$ cat src/rtl/sevseg_pkg.sv
// Shared constants for the seven-segment scan controller: register map,
// CTRL field positions, scan FSM states and the nibble-to-segment table.
package sevseg_pkg;

  localparam logic [1:0] ADDR_DATA   = 2'd0;
  localparam logic [1:0] ADDR_CTRL   = 2'd1;
  localparam logic [1:0] ADDR_STATUS = 2'd2;
  localparam logic [1:0] ADDR_RSVD   = 2'd3;

  localparam int CTRL_EN_BIT    = 0;
  localparam int CTRL_BLANK_LSB = 8;
  localparam int CTRL_DP_LSB    = 16;

  typedef enum logic [1:0] {
    ST_OFF   = 2'd0,
    ST_GUARD = 2'd1,
    ST_DRIVE = 2'd2
  } scan_state_e;

  // Active-low segment patterns seg[6:0], entry 15 first, entry 0 last.
  localparam logic [15:0][6:0] SEG_TABLE = {
    7'h43, 7'h41, 7'h30, 7'h49,   // F E D C
    7'h60, 7'h02, 7'h06, 7'h00,   // B A 9 8
    7'h1E, 7'h40, 7'h44, 7'h26,   // 7 6 5 4
    7'h14, 7'h11, 7'h3E, 7'h08    // 3 2 1 0
  };

endpackage

$ cat src/rtl/hex_to_sevseg.sv
// Combinational nibble to active-low segment decoder.
module hex_to_sevseg
  import sevseg_pkg::*;
(
  input  logic [3:0] nibble,
  output logic [6:0] seg
);

  assign seg = SEG_TABLE[nibble];

endmodule

$ cat src/rtl/sevseg_scan_ctrl.sv
// Eight-digit multiplexed seven-segment scan controller with a small
// register interface (DATA, CTRL, STATUS). Each digit slot is a guard
// interval with all anodes off followed by the lit interval.
module sevseg_scan_ctrl
  import sevseg_pkg::*;
#(
  parameter int REFRESH_DIV = 100000,
  parameter int GUARD       = 16
) (
  input  logic        clk,
  input  logic        reset,
  input  logic        we,
  input  logic [1:0]  addr,
  input  logic [31:0] wdata,
  output logic [31:0] rdata,
  output logic [6:0]  seg,
  output logic        dp,
  output logic [7:0]  an
);

  localparam int CW = (REFRESH_DIV > 1) ? $clog2(REFRESH_DIV) : 1;
  localparam logic [CW-1:0] CNT_LAST       = CW'(REFRESH_DIV - 1);
  localparam logic [CW-1:0] CNT_GUARD_LAST = CW'(GUARD - 1);

  logic [31:0]   data_q;
  logic          en_q;
  logic [7:0]    blank_q;
  logic [7:0]    dpm_q;

  logic [CW-1:0] cnt_q, cnt_d;
  logic [2:0]    idx_q, idx_d;
  scan_state_e   state_q, state_d;

  logic [3:0]    nibble;
  logic [6:0]    seg_enc;
  logic          drive;

  // Bus-writable registers; only the defined CTRL fields are stored.
  always_ff @(posedge clk or posedge reset) begin
    if (reset) begin
      data_q  <= '0;
      en_q    <= 1'b0;
      blank_q <= '0;
      dpm_q   <= '0;
    end else if (we) begin
      case (addr)
        ADDR_DATA: data_q <= wdata;
        ADDR_CTRL: begin
          en_q    <= wdata[CTRL_EN_BIT];
          blank_q <= wdata[CTRL_BLANK_LSB +: 8];
          dpm_q   <= wdata[CTRL_DP_LSB +: 8];
        end
        default: ;
      endcase
    end
  end

  // Combinational read mux.
  always_comb begin
    rdata = '0;
    case (addr)
      ADDR_DATA:   rdata = data_q;
      ADDR_CTRL:   rdata = {8'h00, dpm_q, blank_q, 7'h00, en_q};
      ADDR_STATUS: rdata = {29'b0, idx_q};
      ADDR_RSVD:   rdata = '0;
      default:     rdata = '0;
    endcase
  end

  // Scan state, divider and digit index registers.
  always_ff @(posedge clk or posedge reset) begin
    if (reset) begin
      state_q <= ST_OFF;
      cnt_q   <= '0;
      idx_q   <= '0;
    end else begin
      state_q <= state_d;
      cnt_q   <= cnt_d;
      idx_q   <= idx_d;
    end
  end

  // Next-state logic; clearing EN collapses everything back to OFF/0/0.
  always_comb begin
    state_d = state_q;
    cnt_d   = cnt_q;
    idx_d   = idx_q;
    if (!en_q) begin
      state_d = ST_OFF;
      cnt_d   = '0;
      idx_d   = '0;
    end else begin
      case (state_q)
        ST_OFF: state_d = ST_GUARD;
        ST_GUARD: begin
          cnt_d = cnt_q + 1'b1;
          if (cnt_q == CNT_GUARD_LAST) state_d = ST_DRIVE;
        end
        ST_DRIVE: begin
          if (cnt_q == CNT_LAST) begin
            cnt_d   = '0;
            idx_d   = idx_q + 3'd1;
            state_d = ST_GUARD;
          end else begin
            cnt_d = cnt_q + 1'b1;
          end
        end
        default: state_d = ST_OFF;
      endcase
    end
  end

  assign nibble = data_q[{idx_q, 2'b00} +: 4];

  hex_to_sevseg u_hex (
    .nibble (nibble),
    .seg    (seg_enc)
  );

  // Gating on en_q darkens the display the cycle after a disabling write,
  // before the FSM itself has reached OFF.
  assign drive = (state_q == ST_DRIVE) && en_q;

  // Registered pad drivers built from the current register contents.
  always_ff @(posedge clk or posedge reset) begin
    if (reset) begin
      an  <= 8'hFF;
      seg <= 7'h7F;
      dp  <= 1'b1;
    end else begin
      an  <= (drive && !blank_q[idx_q]) ? ~(8'h01 << idx_q) : 8'hFF;
      seg <= drive ? seg_enc : 7'h7F;
      dp  <= drive ? ~dpm_q[idx_q] : 1'b1;
    end
  end

endmodule

$ cat config.mk
export PLATFORM = sky130hd
export DESIGN_NAME = sevseg_scan_ctrl
export DESIGN_NICKNAME = d
export VERILOG_FILES = /design/src/rtl/sevseg_pkg.sv /design/src/rtl/hex_to_sevseg.sv /design/src/rtl/sevseg_scan_ctrl.sv
export SDC_FILE = /design/constraint.sdc
export NUM_CORES = 1
export LEC_CHECK = 0
export CORE_MARGIN = 4
export CORE_UTILIZATION = 45
export DETAILED_ROUTE_END_ITERATION = 12
export GPL_ROUTABILITY_DRIVEN = 1
export MAX_ROUTING_LAYER = met4
export PLACE_DENSITY = 0.7
export SYNTH_ARGS = -nofsm -noshare
export SYNTH_HDL_FRONTEND = slang
export SYNTH_HIERARCHICAL = 1
export SYNTH_SLANG_ARGS = --single-unit
$ cat constraint.sdc
create_clock -name clk -period 4.02 [get_ports clk]
set_input_delay 0.804 -clock clk [delete_from_list [all_inputs] [get_ports clk]]
set_output_delay 0.804 -clock clk [all_outputs]
set_load 0.01 [all_outputs]
# Yosys cells after proc, flatten, opt, wreduce, memory -nomap -nowiden
# Memory sizes are Yosys's and may differ from the RTL's.
# Cells that the tools add are included.
word_totals:
  romBits: 112
  out_inout_bits: 48
  mem_count: 1
  ff_bits: 87
  inputBits: 37
op_classes:
  n_addsub: 2
  n_bitwise: 2
  mux: 19
  eq_ne: 12
  reduce_logical: 9
  shift: 2
  n_lt_le_gt_ge: 2
memory_table:
  columns: ["memory", "depth", "word_bits", "rd", "rd_ports_with_merged_regs", "wr", "line", "text"]
  rows:
  - ["(name not given)", 16, 7, 1, 0, 0, "hex_to_sevseg.sv:9", "assign seg = SEG_TABLE[nibble];"]
ops:
  columns: ["cell", "n"]
  rows:
  - ["one-hot mux 32 bit (4 select lines)", 1]
  - ["2-to-1 mux 17 bit", 2]
  - ["one-hot mux 17 bit (2 select lines)", 1]
  - ["variable part select 32 x 6 -> 4 bit", 1]
  - ["adder 17 x 1 -> 17 bit, second input constant", 1]
  - ["equality test 17 bit, second input constant", 1]
  - ["equality test 17 x 4 -> 1 bit, second input constant", 1]
  - ["2-to-1 mux 7 bit", 2]
  - ["2-to-1 mux 3 bit", 3]
  - ["2-to-1 mux 8 bit", 1]
  - ["NOT 8 bit", 1]
  - ["AND reduction 2 bit", 4]
  - ["left shift 1 x 3 -> 8 bit, first input constant", 1]
  - ["binary-select mux 1 bit (select 3 bit)", 2]
  - ["equality test 2 bit, second input constant", 3]
  - ["2-to-1 mux 2 bit", 3]
  - ["inequality test 3 bit, second input constant", 2]
  - ["one-hot mux 2 bit (3 select lines)", 1]
  - ["less-than comparator 4 x 5 -> 1 bit, second input constant", 1]
  - ["equality test 2 x 1 -> 1 bit, second input constant", 2]
  - ["zero test 2 bit", 2]
  - ["less-than comparator 3 x 4 -> 1 bit, second input constant", 1]
  - ["inequality test 2 x 1 -> 1 bit, second input constant", 2]
  - ["adder 3 x 1 -> 3 bit, second input constant", 1]
  - ["other kinds (5)", 8]

# Logic depth before layout (Yosys ltp)
# Gate-level depths: netlist of run 1.
depth:
  word_depth: 5
  depth_mapped: 11
  depth_no_buf: 9

# By module
# The synthesis of run 1 kept the hierarchy.
by_module_without_submodules:
  columns: ["module", "area_per_inst_um2", "seq_area_each_um2", "cells_per_inst", "instances"]
  rows:
  - ["sevseg_scan_ctrl", 4366.7, 2197.1, 372, 1]
  - ["hex_to_sevseg", 255.2, 0.0, 34, 1]

# Worst setup path before layout of run 1
# Ideal clock, no wire load.
synth_timing:
  kind: "reg2reg"
  from: "reg idx_q[0]"
  to: "reg seg[6]"
  n_path_buf: 2
  synth_period_minus_slack_ps: 2893
  required_time_ps: 3936
  arrival_ps: 2809
  slack_ps: 1127
  path_stages_with_launch: 12
  path_cell_list: "dfrtp_1 > clkbuf_1 > buf_1 > mux4_2 > nand2_1 > nand2_1 > inv_1 > ha_1 > nand2b_1 > o21ai_0 > a32o_1 > or2_2"
synth_between:
  elab_chain_cells: 4
synth_rtl:
  columns: ["item", "line", "text"]
  rows:
  - ["start: declaration", "sevseg_scan_ctrl.sv:31", "logic [2:0] idx_q, idx_d;"]
  - ["start signal: assignment", "sevseg_scan_ctrl.sv:79", "idx_q <= idx_d;"]
  - ["variable part select 32 x 6 -> 4 bit", "sevseg_scan_ctrl.sv:113", "assign nibble = data_q[{idx_q, 2'b00} +: 4];"]
  - ["net nibble[0]", "sevseg_scan_ctrl.sv:34", "logic [3:0] nibble;"]
  - ["memory (16 x 7 bit)", null, null]
  - ["2-to-1 mux 7 bit (not written as such)", "hex_to_sevseg.sv:9", null]
  - ["net seg_enc[6]", "sevseg_scan_ctrl.sv:35", "logic [6:0] seg_enc;"]
  - ["2-to-1 mux 7 bit", "sevseg_scan_ctrl.sv:132", "seg <= drive ? seg_enc : 7'h7F;"]
  - ["end signal: assignment", "sevseg_scan_ctrl.sv:132", null]
  - ["end: declaration", "sevseg_scan_ctrl.sv:16", "output logic [6:0] seg,"]
# The timed path passes the listed nets, and every way through them passes these cells. The select of a mux whose other input is x is not followed.
# A chain may end at the register's enable or synchronous reset.

# Worst setup path after layout of run 1
layout_timing:
  from: "in addr[0]"
  to: "out rdata[28]"
layout_between:
  elab_chain_cells: 2
  elab_cells_between_ends: 5
  classes_between: "eq/ne (3); mux (1); reduce/logical (1)"
layout_rtl:
  columns: ["item", "line", "text"]
  rows:
  - ["start: declaration", "sevseg_scan_ctrl.sv:13", "input logic [1:0] addr,"]
  - ["equality test 2 bit, or another cell as far along", "sevseg_scan_ctrl.sv:61", "case (addr)"]
  - ["one-hot mux 32 bit (4 select lines) *", "sevseg_scan_ctrl.sv:61", null]
  - ["end: declaration", "sevseg_scan_ctrl.sv:15", "output logic [31:0] rdata,"]
# Mark *: on every way between the ends. The rest lies on a longest branch, timed or not.

==> results.py, run 1 <==
metrics = {
    "drt": {
        "drt-wirelength-per-cell_um": 16.8,
        "antenna_left": 0,
        "drc": 0,
        "drtIter0Drc": 168,
        "vias_per_cell": 5.43,
        "drt-pass1-iter-count": 4,
        "wl_mm": 10.5,
        "route.vias.total": 3385,
    },
    "worst_setup_path": {
        "end_kind": "primary output",
        "crit_chain": "clkdlybuf4s50_1 > nor2_1 > buf_4 > and2_1 > clkdlybuf4s50_1",
        "cp-start-kind": "primary input",
        "slowest_stage": "clkdlybuf4s50_1",
        "worstSetupPathType": "primary input to primary output",
        "cp_common_cell": "clkdlybuf4s50_1",
        "crit_fanout": 9,
        "required_ns": 3.22,
        "cp.arrival_ns": 2.48,
        "cpPeakStageDelay_ns": 0.54,
    },
    "floorplan": {
        "die-area_sq_um": 12000,
        "core-area_sq_um": 9910,
        "boundaryPins": 85,
        "die_x_um": 109,
        "start_util": 0.466,
        "num_rows": 36,
        "die_height_um": 109,
    },
    "power_and_ir_drop": {
        "p_int_uw": 1500,
        "p_total_uw": 2140,
        "p_per_area_nw_per_um2": 371,
        "p_clk_frac": 0.252,
        "power.switching_uw": 633,
        "pwr-share-seq": 0.504,
        "pwr-share-comb": 0.244,
        "leakage_uw": 0.00232,
        "swShare": 0.296,
        "vdd_drop_max_v": 0.000204,
    },
    "yosys": {
        "yosys_most_used_dff": "dfrtp_1",
        "synth_area_sq_um": 4620,
        "ys_seq_area_frac": 0.475,
        "syn-num-nets": 456,
        "synth_edf_count": 0,
        "synth-async-reset-ratio": 1.00,
        "ys_types": 47,
        "ys_ff_latch": 87,
        "avgSynthCellArea_sq_um": 11.4,
        "synthCells": 406,
        "ys.warnings.count": 6,
    },
    "sta": {
        "maxSlewViolCount": 0,
        "finalSetupViolations": 0,
        "fmax_mhz": 304,
        "fin_crit_sh": 0.818,
        "fin_crit_ns": 3.29,
        "finalHoldViolations": 0,
        "tightestPinTransition_ns": 1.09,
        "slew_headroom": 0.267,
        "grt_setup_unrepaired": "no",
        "skew_ns": 0.00980,
        "tns_ns": 0,
    },
    "grt": {
        "grt_start_max_net_pins": 41,
        "grt_overflow": 0,
        "grt_use_total": 0.187,
        "grt_pass1_wl_mm": 16.8,
        "grt_pass1_vias": 3383,
        "antenna_found_initial": 0,
    },
    "cts": {
        "cts_tree": "done",
        "postCtsResizedCells": 0,
        "cts.clk_slew.worst_paths_ns": 0.08,
        "numCtsBuffers": 9,
        "h-tree-depth": 3,
        "clock_sinks": 87,
        "postCtsHoldBufs": 0,
        "clock_latency_ns": 0.35,
        "cts_buffer_depth": 2,
        "cts_root_buf": "clkbuf_8",
        "post_cts.repair.setup_buffers": 0,
    },
    "placement": {
        "gp_congestion": 0.820,
        "place_hpwl_mm": 7.72,
        "dp.cells": 607,
        "place_area_sq_um": 5590,
        "port_buffers": 84,
    },
    "cells_and_area": {
        "instances_no_fill": 623,
        "antenna_cells": 0,
        "final_area_sq_um": 5760,
        "drive_above_1_share": 0.235,
        "syn2layout_area_growth_pct": 24.5,
        "layout.nets": 535,
    },
    "flow_run": {
        "maxCapViolCount": 0,
    },
    "worst_hold_path": {
        "hold_class": "register to register",
    },
    "outcome": {
        "outcome": "finished clean",
    },
}
## per-stage QoR
stage	setup slack, ns	hold slack [ns]	util
floorplan	0.992	0.475	-
global placement	0.780	0.509	0.564
detailed placement	0.685	0.517	0.564
CTS	0.684	0.539	0.581
global route	0.615	0.554	0.581
finish	0.732	0.537	0.581
## area by class of cell
type / count / area [sq um]
Fill cell: 848 / 4150
Multi-Input combinational cell: 280 / 2260
Sequential cell: 87 / 2200
Timing Repair Buffer: 93 / 908
Tap cell: 133 / 166
Clock buffer: 12 / 145
Inverter: 14 / 53.8
Clock inverter: 4 / 22.5
## layout by cell type (no fill, tap or decap), types with 6 or more instances in the layout
master / count
clkdlybuf4s50_1: 84
dfrtp_1: 71
mux2_2: 49
nand2_1: 35
nor2_1: 33
mux2i_1: 24
and2_1: 16
dfstp_2: 16
ha_1: 13
inv_1: 12
mux4_2: 12
xnor2_1: 11
o21ai_0: 10
clkbuf_8: 10
buf_4: 9
a21oi_1: 8
nand4_1: 7
nand3_1: 7
or2_2: 7
a211oi_1: 6
## power by group through the flow
stage          clock network, uW  registers, uW  logic [uW]
2_1_floorplan                  0           1050         352
3_3_place_gp                   0           1090         511
3_5_place_dp                   0           1090         523
4_1_cts                      556           1080         525
5_1_grt                      594           1090         574
6_report                     539           1080         522
## synthesized netlist by cell type, types with 10 or more instances
library cell | count | area, sq um
clkbuf_1 | 14 | 52.6
ha_1 | 13 | 163
mux2i_1 | 24 | 240
dfstp_2 | 16 | 420
inv_1 | 13 | 48.8
mux4_2 | 12 | 270
mux2_2 | 49 | 552
and2_1 | 16 | 100
dfrtp_1 | 71 | 1780
nand2_1 | 35 | 131
nor2_1 | 33 | 124
o21ai_0 | 10 | 50.1
xnor2_1 | 11 | 96.3
## state kept, by name (all words and copies together), names as in the netlist
name / cells
data_q: 32
cnt_q: 17
an: 8
blank_q: 8
dpm_q: 8
seg: 7
idx_q: 3
state_q: 2
dp: 1
en_q: 1
## kinds of logic after synthesis
logic type / after synthesis / share of synthesized area
XOR/XNOR: 11 / 0.0208
buffers and inverters: 39 / 0.0352
AND/OR/NAND/NOR: 129 / 0.139
adder cells (fa/ha/maj): 13 / 0.0352
flip-flops: 87 / 0.475
AO/OA/AOI/OAI: 41 / 0.0617
multiplexers: 86 / 0.232
## per-layer routing
layer | part of all wire | GRT usage
met5 | 0 | -
met4 | 0.024 | 0.0828
met3 | 0.047 | 0.0358
met2 | 0.46 | 0.272
met1 | 0.47 | 0.256
## worst paths after layout
path | to | depth (start not counted) | slack (ns) | startpoint
max in group asynchronous | an[3]$_DFF_PP1_ | 3 | 2.40 | reset
max reg2reg | seg[6]$_DFF_PP1_ | 9 | 0.98 | idx_q[0]$_DFFE_PP0P_
min reg2reg | data_q[24]$_DFFE_PP0P_ | 1 | 0.54 | data_q[24]$_DFFE_PP0P_
min | data_q[24]$_DFFE_PP0P_ | 1 | 0.54 | data_q[24]$_DFFE_PP0P_
min in group asynchronous | blank_q[6]$_DFFE_PP0P_ | 2 | 0.85 | reset
max | rdata[28] | 5 | 0.73 | addr[0]
## critical path, delay by kind of cell
kind / cells / cell delay [ns]
buffers and inverters: 3 / 1.21
AND/OR/NAND/NOR: 2 / 0.47
No activity file was read; power rests on OpenSTA's default activity.
==> run 2: changes to the inputs <==
==> constraint.sdc (replaced) <==
create_clock -name clk -period 3.3 [get_ports clk]
set_input_delay 0.66 -clock clk [delete_from_list [all_inputs] [get_ports clk]]
set_output_delay 0.66 -clock clk [all_outputs]
set_load 0.01 [all_outputs]
==> results.py, run 2 (synthesis gave the netlist of run 1 again) <==
metrics = {
    "cts": {
        "cts.clk_slew.worst_paths_ns": 0.09,
        "cts_buffer_depth": 2,
        "h-tree-depth": 3,
        "clock_latency_ns": 0.35,
        "numCtsBuffers": 9,
        "post_cts.repair.setup_buffers": 0,
        "clock_sinks": 87,
        "postCtsResizedCells": 0,
        "cts_tree": "done",
        "cts_root_buf": "clkbuf_8",
        "postCtsHoldBufs": 0,
    },
    "power_and_ir_drop": {
        "leakage_uw": 0.00235,
        "vdd_drop_max_v": 0.000261,
        "p_per_area_nw_per_um2": 454,
    },
    "drt": {
        "antenna_left": 0,
        "drt-wirelength-per-cell_um": 16.7,
        "wl_mm": 10.5,
        "drc": 0,
        "drt-pass1-iter-count": 4,
        "drtIter0Drc": 141,
        "vias_per_cell": 5.31,
        "route.vias.total": 3329,
    },
    "worst_setup_path": {
        "endpoint": "rdata[0]",
        "worstSetupPathType": "primary input to primary output",
        "required_ns": 2.64,
        "regToRegSetupSlack_ns": 0.49,
        "r2r-end": "seg[6]$_DFF_PP1_",
        "slowest_stage": "clkdlybuf4s50_1",
        "reg2reg_from": "idx_q[0]$_DFFE_PP0P_",
        "crit_chain": "clkdlybuf4s50_1 > buf_12 > mux2i_1 > o22ai_1 > clkdlybuf4s50_1",
        "crit_fanout": 21,
        "cp_common_cell": "clkdlybuf4s50_1",
        "reg2regPathDepth": 9,
        "end_kind": "primary output",
        "cp-start-kind": "primary input",
        "cp-startpoint": "addr[0]",
        "cp.arrival_ns": 2.27,
        "cpPeakStageDelay_ns": 0.57,
    },
    "cells_and_area": {
        "antenna_cells": 0,
        "syn2layout_area_growth_pct": 26.3,
        "largest-register": "data_q",
        "layout.nets": 539,
        "fillCellCount": 868,
        "final_cell_mix": "clkdlybuf4s50_1 (84), dfrtp_1 (71), mux2_2 (49)",
        "largest_reg_flops": 32,
        "seqCellArea_sq_um": 2200,
        "multi_input_area_sq_um": 2260,
        "final_area_sq_um": 5840,
        "layout_commonest_cell": "clkdlybuf4s50_1",
        "biggestRegsByFlops": "data_q: 32 flops, cnt_q: 17 flops",
        "drive_above_1_share": 0.245,
    },
    "floorplan": {
        "boundaryPins": 85,
        "core-area_sq_um": 9910,
        "num_rows": 36,
        "start_util": 0.466,
        "die-area_sq_um": 12000,
        "die_height_um": 109,
        "die_x_um": 109,
    },
    "sta": {
        "grt_setup_unrepaired": "no",
        "finalSetupViolations": 0,
        "skew_ns": 0.0155,
        "maxSlewViolCount": 0,
        "fin_crit_ns": 2.93,
        "fin_crit_sh": 0.887,
        "slew_headroom": 0.521,
        "fmax_mhz": 342,
        "tightestPinTransition_ns": 0.717,
        "tns_ns": 0,
        "finalHoldViolations": 0,
    },
    "placement": {
        "gp_congestion": 0.830,
        "place_area_sq_um": 5660,
        "port_buffers": 84,
        "place_hpwl_mm": 7.69,
    },
    "outcome": {
        "outcome": "finished clean",
    },
    "grt": {
        "grt_pass1_wl_mm": 17.3,
        "grt_overflow": 0,
        "grt_pass1_vias": 3384,
        "grt_start_max_net_pins": 41,
        "antenna_found_initial": 0,
        "grt_use_total": 0.190,
    },
    "worst_hold_path": {
        "holdPathStages": 1,
        "hold_class": "register to register",
    },
    "flow_run": {
        "maxCapViolCount": 0,
    },
}
-- run 2: cell types whose count changed in the layout (fill, tap and decap cells not counted), sizes merged --
| cell | before | now |
|---|---|---|
| buf | 9 | 13 |
| clkbuf | 12 | 10 |
| clkinvlp | 1 | 3 |
| clkinv | 5 | 4 |
| inv | 12 | 13 |
-- run 2: layer usage --
layer / wire [um] / GRT usage
met5: 0 / -
met4: 178 / 0.0561
met3: 493 / 0.0382
met2: 4840 / 0.275
met1: 4980 / 0.272
-- run 2: worst min path at each step --
stage,from,endpoint,slack [ns]
5_1_grt,data_q[24]$_DFFE_PP0P_,data_q[24]$_DFFE_PP0P_,0.55
3_3_place_gp,dpm_q[1]$_DFFE_PP0P_,dpm_q[1]$_DFFE_PP0P_,0.51
6_report,data_q[24]$_DFFE_PP0P_,data_q[24]$_DFFE_PP0P_,0.54
4_1_cts,data_q[24]$_DFFE_PP0P_,data_q[24]$_DFFE_PP0P_,0.54
2_1_floorplan,data_q[0]$_DFFE_PP0P_,data_q[0]$_DFFE_PP0P_,0.48
3_5_place_dp,dpm_q[7]$_DFFE_PP0P_,dpm_q[7]$_DFFE_PP0P_,0.52
-- run 2: final cells by class --
type	count	area share
clock buffer	10	0.0236
clock inverter	6	0.00772
inverter	14	0.00922
multi-input combinational	280	0.387
sequential	87	0.376
tap	133	0.0285
timing repair buffer	97	0.167
-- run 2: worst max-delay path: cells and delay by family --
kind / cells / cell delay (ns)
multiplexers: 1 / 0.10
buffers and inverters: 3 / 1.30
AO/OA/AOI/OAI: 1 / 0.20
-- run 2: power by group --
| part | switching, uW | total, uW | leakage, uW | internal (uW) |
|---|---|---|---|---|
| clock network | 396 | 692 | 0.0000849 | 297 |
| logic | 291 | 645 | 0.00121 | 354 |
| registers | 117 | 1310 | 0.00105 | 1200 |
-- run 2: stage by stage --
step / power, uW / worst slack [ns] / std cells / hold WS, ns / util
3_3_place_gp: 1960 / 0.419 / 611 / 0.514 / 0.571
6_report: 2650 / 0.372 / 627 / 0.540 / 0.589
4_1_cts: 2670 / 0.385 / 627 / 0.544 / 0.589
2_1_floorplan: 1710 / 0.407 / 406 / 0.475 / -
3_5_place_dp: 1980 / 0.393 / 611 / 0.523 / 0.571
5_1_grt: 2800 / 0.229 / 627 / 0.554 / 0.589
==> run 3: changes to the inputs <==
--- a/config.mk
+++ b/config.mk
@@ -7,6 +7,7 @@
 export LEC_CHECK = 0
 export CORE_MARGIN = 4
 export CORE_UTILIZATION = 45
+export CTS_CLUSTER_DIAMETER = 120
 export DETAILED_ROUTE_END_ITERATION = 12
 export GPL_ROUTABILITY_DRIVEN = 1
 export MAX_ROUTING_LAYER = met4
==> results of run 3 <==
Final layout, timing and power as in run 2 (identical DEF).
